<file path="src/rtl/alu_reg_sequencer_pkg.sv">
// Shared constants and types for the ALU/register-file sequencer and its datapath.
// Holds ALU operation codes (common with the datapath top), FSM state encoding,
// address/data/counter widths and the packed payload structs used by the sequencer.
package alu_reg_sequencer_pkg;

    localparam int unsigned ADDR_W = 5;
    localparam int unsigned DATA_W = 32;
    localparam int unsigned OP_W   = 3;
    localparam int unsigned OPS_W  = 16;
    localparam int unsigned CNT_W  = 4;

    // ALU operation codes shared with the datapath
    localparam logic [OP_W-1:0] ALU_AND = 3'd0;
    localparam logic [OP_W-1:0] ALU_OR  = 3'd1;
    localparam logic [OP_W-1:0] ALU_ADD = 3'd2;
    localparam logic [OP_W-1:0] ALU_SUB = 3'd3;
    localparam logic [OP_W-1:0] ALU_XOR = 3'd4;
    localparam logic [OP_W-1:0] ALU_NOR = 3'd5;
    localparam logic [OP_W-1:0] ALU_SLT = 3'd6;
    localparam logic [OP_W-1:0] ALU_SLL = 3'd7;

    typedef enum logic [1:0] {
        ST_IDLE   = 2'd0,
        ST_SETTLE = 2'd1,
        ST_WB     = 2'd2,
        ST_RESP   = 2'd3
    } state_e;

    // Register-file / ALU control presented to the datapath
    typedef struct packed {
        logic [OP_W-1:0]   op;
        logic [ADDR_W-1:0] a;
        logic [ADDR_W-1:0] b;
        logic [ADDR_W-1:0] w;
    } rf_ctrl_t;

    // Captured ALU result and flags
    typedef struct packed {
        logic [DATA_W-1:0] data;
        logic              of;
        logic              zf;
    } rsp_t;

endpackage

</file>
<file path="src/rtl/alu_reg_sequencer_if.sv">
// Bus bundle between the sequencer, its command source, the register-file/ALU
// datapath and the response consumer.
//   master : environment side (drives commands, ALU results, rsp_ready)
//   slave  : sequencer side (drives cmd_ready, register-file controls, response)
interface alu_reg_sequencer_if;
    import alu_reg_sequencer_pkg::*;

    logic              cmd_valid;
    logic              cmd_ready;
    logic [OP_W-1:0]   cmd_op;
    logic [ADDR_W-1:0] cmd_a;
    logic [ADDR_W-1:0] cmd_b;
    logic [ADDR_W-1:0] cmd_w;
    logic              cmd_wb;

    logic [ADDR_W-1:0] R_Addr_A;
    logic [ADDR_W-1:0] R_Addr_B;
    logic [ADDR_W-1:0] W_Addr;
    logic [OP_W-1:0]   ALU_OP;
    logic              Write_Reg;

    logic [DATA_W-1:0] alu_f;
    logic              alu_of;
    logic              alu_zf;

    logic              rsp_valid;
    logic              rsp_ready;
    logic [DATA_W-1:0] rsp_data;
    logic              rsp_of;
    logic              rsp_zf;
    logic [OPS_W-1:0]  ops_done;

    modport master (
        output cmd_valid, cmd_op, cmd_a, cmd_b, cmd_w, cmd_wb,
        input  cmd_ready,
        input  R_Addr_A, R_Addr_B, W_Addr, ALU_OP, Write_Reg,
        output alu_f, alu_of, alu_zf,
        input  rsp_valid, rsp_data, rsp_of, rsp_zf, ops_done,
        output rsp_ready
    );

    modport slave (
        input  cmd_valid, cmd_op, cmd_a, cmd_b, cmd_w, cmd_wb,
        output cmd_ready,
        output R_Addr_A, R_Addr_B, W_Addr, ALU_OP, Write_Reg,
        input  alu_f, alu_of, alu_zf,
        output rsp_valid, rsp_data, rsp_of, rsp_zf, ops_done,
        input  rsp_ready
    );

endinterface

</file>
<file path="src/rtl/alu_reg_sequencer.sv">
// Sequencer for one register-file read / ALU / optional write-back operation.
// Accepts a command, drives register-file addresses and ALU_OP, waits
// SETTLE_CYCLES for the datapath, captures result and flags, optionally
// pulses Write_Reg for one cycle, then holds the response until accepted.
// Ports:
//   clk   : clock, all state on rising edge
//   Reset : synchronous active-low reset
//   bus   : slave side of alu_reg_sequencer_if (command, datapath, response)
module alu_reg_sequencer
    import alu_reg_sequencer_pkg::*;
#(
    parameter int unsigned SETTLE_CYCLES = 1
) (
    input  logic              clk,
    input  logic              Reset,
    alu_reg_sequencer_if.slave bus
);

    localparam logic [CNT_W-1:0] SETTLE_LOAD = CNT_W'(SETTLE_CYCLES - 1);

    state_e           state_q, state_d;
    logic [CNT_W-1:0] cnt_q, cnt_d;
    logic             wb_q, wb_d;
    rf_ctrl_t         rf_q, rf_d;
    rsp_t             rsp_q, rsp_d;
    logic             write_reg_q, write_reg_d;
    logic             rsp_valid_q, rsp_valid_d;
    logic             cmd_ready_q, cmd_ready_d;
    logic [OPS_W-1:0] ops_q, ops_d;

    // State and registered outputs
    always_ff @(posedge clk) begin
        if (!Reset) begin
            state_q     <= ST_IDLE;
            cnt_q       <= '0;
            wb_q        <= 1'b0;
            rf_q        <= '0;
            rsp_q       <= '0;
            write_reg_q <= 1'b0;
            rsp_valid_q <= 1'b0;
            cmd_ready_q <= 1'b0;
            ops_q       <= '0;
        end else begin
            state_q     <= state_d;
            cnt_q       <= cnt_d;
            wb_q        <= wb_d;
            rf_q        <= rf_d;
            rsp_q       <= rsp_d;
            write_reg_q <= write_reg_d;
            rsp_valid_q <= rsp_valid_d;
            cmd_ready_q <= cmd_ready_d;
            ops_q       <= ops_d;
        end
    end

    // Next state and next output values; output flags follow the next state
    // so that each registered flag is valid for the whole cycle of its state.
    always_comb begin
        state_d     = state_q;
        cnt_d       = cnt_q;
        wb_d        = wb_q;
        rf_d        = rf_q;
        rsp_d       = rsp_q;
        ops_d       = ops_q;
        write_reg_d = 1'b0;
        rsp_valid_d = 1'b0;
        cmd_ready_d = 1'b0;

        unique case (state_q)
            ST_IDLE: begin
                // cmd_ready_q gates acceptance so nothing is taken in the
                // first cycle after reset release
                if (bus.cmd_valid && cmd_ready_q) begin
                    state_d = ST_SETTLE;
                    rf_d    = '{op: bus.cmd_op, a: bus.cmd_a, b: bus.cmd_b, w: bus.cmd_w};
                    wb_d    = bus.cmd_wb;
                    cnt_d   = SETTLE_LOAD;
                end
            end
            ST_SETTLE: begin
                if (cnt_q == '0) begin
                    // capture before any write-back can disturb alu_f
                    rsp_d   = '{data: bus.alu_f, of: bus.alu_of, zf: bus.alu_zf};
                    state_d = wb_q ? ST_WB : ST_RESP;
                end else begin
                    cnt_d = cnt_q - CNT_W'(1);
                end
            end
            ST_WB: begin
                state_d = ST_RESP;
            end
            ST_RESP: begin
                if (bus.rsp_ready) begin
                    state_d = ST_IDLE;
                    ops_d   = ops_q + OPS_W'(1);
                end
            end
            default: begin
                state_d = ST_IDLE;
            end
        endcase

        write_reg_d = (state_d == ST_WB);
        rsp_valid_d = (state_d == ST_RESP);
        cmd_ready_d = (state_d == ST_IDLE);
    end

    assign bus.cmd_ready = cmd_ready_q;
    assign bus.R_Addr_A  = rf_q.a;
    assign bus.R_Addr_B  = rf_q.b;
    assign bus.W_Addr    = rf_q.w;
    assign bus.ALU_OP    = rf_q.op;
    assign bus.Write_Reg = write_reg_q;
    assign bus.rsp_valid = rsp_valid_q;
    assign bus.rsp_data  = rsp_q.data;
    assign bus.rsp_of    = rsp_q.of;
    assign bus.rsp_zf    = rsp_q.zf;
    assign bus.ops_done  = ops_q;

endmodule

</file>
<file path="src/flat_wrapper.sv">
// flat-port wrapper written by rule: the top's interface ports become plain ports
module alu_reg_sequencer_flat import alu_reg_sequencer_pkg::*;
#(
    parameter int unsigned SETTLE_CYCLES = 1
)
  (clk, Reset, bus_cmd_valid, bus_cmd_op, bus_cmd_a, bus_cmd_b, bus_cmd_w, bus_cmd_wb, bus_cmd_ready, bus_R_Addr_A, bus_R_Addr_B, bus_W_Addr, bus_ALU_OP, bus_Write_Reg, bus_alu_f, bus_alu_of, bus_alu_zf, bus_rsp_valid, bus_rsp_data, bus_rsp_of, bus_rsp_zf, bus_ops_done, bus_rsp_ready);
  alu_reg_sequencer_if bus_i ();
  input  logic clk;
  input  logic Reset;
  input wire logic [$bits(bus_i.cmd_valid)-1:0] bus_cmd_valid;
  input wire logic [$bits(bus_i.cmd_op)-1:0] bus_cmd_op;
  input wire logic [$bits(bus_i.cmd_a)-1:0] bus_cmd_a;
  input wire logic [$bits(bus_i.cmd_b)-1:0] bus_cmd_b;
  input wire logic [$bits(bus_i.cmd_w)-1:0] bus_cmd_w;
  input wire logic [$bits(bus_i.cmd_wb)-1:0] bus_cmd_wb;
  output wire logic [$bits(bus_i.cmd_ready)-1:0] bus_cmd_ready;
  output wire logic [$bits(bus_i.R_Addr_A)-1:0] bus_R_Addr_A;
  output wire logic [$bits(bus_i.R_Addr_B)-1:0] bus_R_Addr_B;
  output wire logic [$bits(bus_i.W_Addr)-1:0] bus_W_Addr;
  output wire logic [$bits(bus_i.ALU_OP)-1:0] bus_ALU_OP;
  output wire logic [$bits(bus_i.Write_Reg)-1:0] bus_Write_Reg;
  input wire logic [$bits(bus_i.alu_f)-1:0] bus_alu_f;
  input wire logic [$bits(bus_i.alu_of)-1:0] bus_alu_of;
  input wire logic [$bits(bus_i.alu_zf)-1:0] bus_alu_zf;
  output wire logic [$bits(bus_i.rsp_valid)-1:0] bus_rsp_valid;
  output wire logic [$bits(bus_i.rsp_data)-1:0] bus_rsp_data;
  output wire logic [$bits(bus_i.rsp_of)-1:0] bus_rsp_of;
  output wire logic [$bits(bus_i.rsp_zf)-1:0] bus_rsp_zf;
  output wire logic [$bits(bus_i.ops_done)-1:0] bus_ops_done;
  input wire logic [$bits(bus_i.rsp_ready)-1:0] bus_rsp_ready;
  assign bus_i.cmd_valid = bus_cmd_valid;
  assign bus_i.cmd_op = bus_cmd_op;
  assign bus_i.cmd_a = bus_cmd_a;
  assign bus_i.cmd_b = bus_cmd_b;
  assign bus_i.cmd_w = bus_cmd_w;
  assign bus_i.cmd_wb = bus_cmd_wb;
  assign bus_cmd_ready = bus_i.cmd_ready;
  assign bus_R_Addr_A = bus_i.R_Addr_A;
  assign bus_R_Addr_B = bus_i.R_Addr_B;
  assign bus_W_Addr = bus_i.W_Addr;
  assign bus_ALU_OP = bus_i.ALU_OP;
  assign bus_Write_Reg = bus_i.Write_Reg;
  assign bus_i.alu_f = bus_alu_f;
  assign bus_i.alu_of = bus_alu_of;
  assign bus_i.alu_zf = bus_alu_zf;
  assign bus_rsp_valid = bus_i.rsp_valid;
  assign bus_rsp_data = bus_i.rsp_data;
  assign bus_rsp_of = bus_i.rsp_of;
  assign bus_rsp_zf = bus_i.rsp_zf;
  assign bus_ops_done = bus_i.ops_done;
  assign bus_i.rsp_ready = bus_rsp_ready;
  alu_reg_sequencer #(.SETTLE_CYCLES(SETTLE_CYCLES)) u_core (.clk(clk), .Reset(Reset), .bus(bus_i));
endmodule
</file>
<file path="config.mk">
export PLATFORM = sky130hd
export DESIGN_NAME = alu_reg_sequencer_flat
export DESIGN_NICKNAME = d
export VERILOG_FILES = /design/src/rtl/alu_reg_sequencer_pkg.sv /design/src/rtl/alu_reg_sequencer_if.sv /design/src/rtl/alu_reg_sequencer.sv /design/src/flat_wrapper.sv
export SDC_FILE = /design/constraint.sdc
export NUM_CORES = 1
export LEC_CHECK = 0
export CAP_MARGIN = 15
export CORE_ASPECT_RATIO = 2
export CORE_UTILIZATION = 45
export DETAILED_ROUTE_END_ITERATION = 10
export PLACE_DENSITY = 0.83
export SYNTH_ARGS = -nofsm -noshare
export SYNTH_HDL_FRONTEND = slang
export SYNTH_SLANG_ARGS = --single-unit
export TNS_END_PERCENT = 5
</file>
<file path="constraint.sdc">
create_clock -name clk -period 4.4 [get_ports clk]
set_input_delay 0.44 -clock clk [delete_from_list [all_inputs] [get_ports clk]]
set_output_delay 0.44 -clock clk [all_outputs]
set_load 0.03 [all_outputs]
</file>
==> results.tsv <==
metric	value	unit
PnR Total Power	2232	uW
Synth cell types	33	
Final Hold Violating Endpoints	0	
first-pass GRT wire length	12240	um
Lkg Pwr	0.001670	uW
total grt overflow	0	
P per Cell Area	486.4	mW/mm^2
setup_tns	0	ps
Sink Count	78	
worst path arrival time	2160	ps
most frequent cell after synthesis	nand2_1	
Final Skew	3.027	ps
CP Class	reg2reg	
routability congestion estimate	0.8061	
Critical Path End Type	flip-flop	
hold path depth	2	
share of the clock period used by the worst path	45.42	%
Root Buffer	clkbuf_16	
initial core utilization	47.02	%
maxcap violations	0	
hpwl dp	5385	um
Mapped Area	0.003015	mm^2
DRC violations left	0	
Num CTS Buffers	9	
# nets final	540	
share of cells above drive strength 1	5.567	%
peak supply drop	0.3918	mV
Critical Path Start Type	flip-flop	
post-CTS sizing	0	
Yosys Warn Count	0	
fmax	0.5004	GHz
Total Wirelength	7774	um
Synth Flop Type	dfxtp_1	
Area growth syn-to-layout	52.16	%
CTS H-tree lvls	3	
Placed Cells	554	
WHS	451.4	ps
Area contributors post-synth	dfxtp_1, nand2_1, a21oi_1	
Post-Syn Instances	362	
Syn Nets	422	
vias per cell	4.947	
Die Width	59.88	um
post-CTS setup buffer count	0	
Site Rows	41	
wire length per cell	13.61	um
Worst R2R Path Depth	7	
Async SR Flop Fraction	0	%
largest net degree at the start of global routing	68	
area of the core	0.006412	mm^2
Ports	128	
cell taking the most area after synthesis	dfxtp_1	
outcome	finished clean	
Final Critical Period	1998	ps
via count	2825	
Post-synth top cells	nand2_1, dfxtp_1, a21oi_1	
die area	0.007052	mm^2
Yosys reg bits	78	
Non-Filler Instances	571	
RSZ-0062 raised after global routing	no	
EDFF count, synth	0	
final setup violation count	0	
Hold Path Class	reg2reg	
Die H	117.8	um
CTS Buffer Depth	2	
GRT Total Usage	23.17	%
CTS tree	built	
clock transition at the registers of the reported paths	60	ps
1st-iter DRT viols	109	
post-route ant nets	0	
Slew @ Worst Pin	1102	ps
Port Buffers	127	
max-slew violations	0	
vias in the first global route	2615	
post-cts hold buffer count	0	
First-pass DRT Iterations	4	
worst-skew pair later-pin latency	330	ps
initial antenna violation count	0	
# diodes	0	
Yosys top cell area share	51.78	%
Worst slew margin	26.57	%
CP max FO	22	
sequential fraction of the synthesis area	51.78	%
Critical Path RT	4560	ps
syn_area_per_cell	8.330	um^2
-- metal layers --
| metal | share of wire [%] | track usage (%) | vias up | wire length [um] |
|---|---|---|---|---|
| li1 | - | - | 1413 | - |
| met1 | 37 | 23.07 | 1292 | 2875 |
| met2 | 53 | 40.76 | 101 | 4143 |
| met3 | 6.1 | 7.033 | 19 | 477 |
| met4 | 3.6 | 11.92 | 0 | 278 |
| met5 | 0 | 0 | - | 0 |
-- layout make-up --
| type | instances | area [um^2] |
|---|---|---|
| clock buffer | 12 | 256.5 |
| timing repair buffer | 129 | 1294 |
| inverter | 7 | 26.28 |
| tap | 86 | 107.6 |
| multi-input combinational | 255 | 1297 |
| fill | 508 | 1824 |
| clock inverter | 4 | 45.04 |
| sequential | 78 | 1562 |
-- through the flow --
step | util [%] | instance area [um^2] | worst slack, ps
4_1_cts | 71.32 | 4573 | 1991
5_1_grt | 71.55 | 4588 | 2276
2_1_floorplan | - | 3015 | 2614
3_3_place_gp | 66.61 | 4272 | 2224
6_report | 71.55 | 4588 | 2402
3_5_place_dp | 66.61 | 4272 | 2102
-- path summary, 6_finish.rpt --
check	slack, ps	startpoint	end
max	2400	u_core.cnt_q[0]$_SDFFE_PN0P_	u_core.bus.rsp_data[28]$_SDFFE_PN0P_
min	450	u_core.bus.rsp_data[8]$_SDFFE_PN0P_	u_core.bus.rsp_data[8]$_SDFFE_PN0P_
max reg2reg	2400	u_core.cnt_q[0]$_SDFFE_PN0P_	u_core.bus.rsp_data[28]$_SDFFE_PN0P_
min reg2reg	450	u_core.bus.rsp_data[8]$_SDFFE_PN0P_	u_core.bus.rsp_data[8]$_SDFFE_PN0P_
-- state kept, by name (all words and copies together), names as in the netlist --
register              cells
u_core.bus.R_Addr_B       5
u_core.bus.rsp_data      32
u_core.cnt_q              4
u_core.bus.rsp_of         1
u_core.bus.ALU_OP         3
u_core.bus.ops_done      16
u_core.bus.rsp_valid      1
u_core.bus.R_Addr_A       5
u_core.wb_q               1
u_core.state_q            2
u_core.bus.W_Addr         5
u_core.bus.cmd_ready      1
u_core.bus.rsp_zf         1
u_core.bus.Write_Reg      1
-- cells in the final DEF, fill, tap and decap left out, types with 2 or more instances in the layout --
master / instances
a21oi_1: 58
and3_1: 4
clkbuf_16: 9
clkbuf_8: 2
clkdlybuf4s50_1: 127
clkinv_2: 3
dfxtp_1: 78
ha_1: 3
inv_1: 6
mux2i_1: 2
nand2_1: 117
nand2b_1: 3
nand3_1: 7
nand3_2: 2
nand4_1: 2
nand4b_1: 2
nor2_1: 18
nor3_1: 5
nor4_4: 2
o21a_1: 3
o21ai_0: 2
o21ai_1: 3
xnor2_1: 8
xor2_1: 4
-- logic make-up after synthesis --
group | after synthesis | synth area share, %
AND/OR/NAND/NOR | 171 | 26.10
flip-flops | 78 | 51.78
AO/OA/AOI/OAI | 67 | 11.45
buffers and inverters | 29 | 5.270
XOR/XNOR | 12 | 3.485
adder cells (fa/ha/maj) | 3 | 1.245
multiplexers | 2 | 0.6639
-- worst max-delay path, cell delays in order (launching register included) --
cell	delay (ps)
dfxtp_1	330
inv_1	90
ha_1	150
or3b_4	410
nand2b_1	400
buf_8	280
nand2_1	90
a21oi_1	70
-- power by group --
part | internal [uW] | switching [uW] | leakage, uW
registers | 798 | 48.6 | 0.000633
clock network | 467 | 271 | 0.000152
logic | 260 | 388 | 0.000884
total | 1520 | 707 | 0.00167
Note: power is estimated with default switching activity, not from simulation.
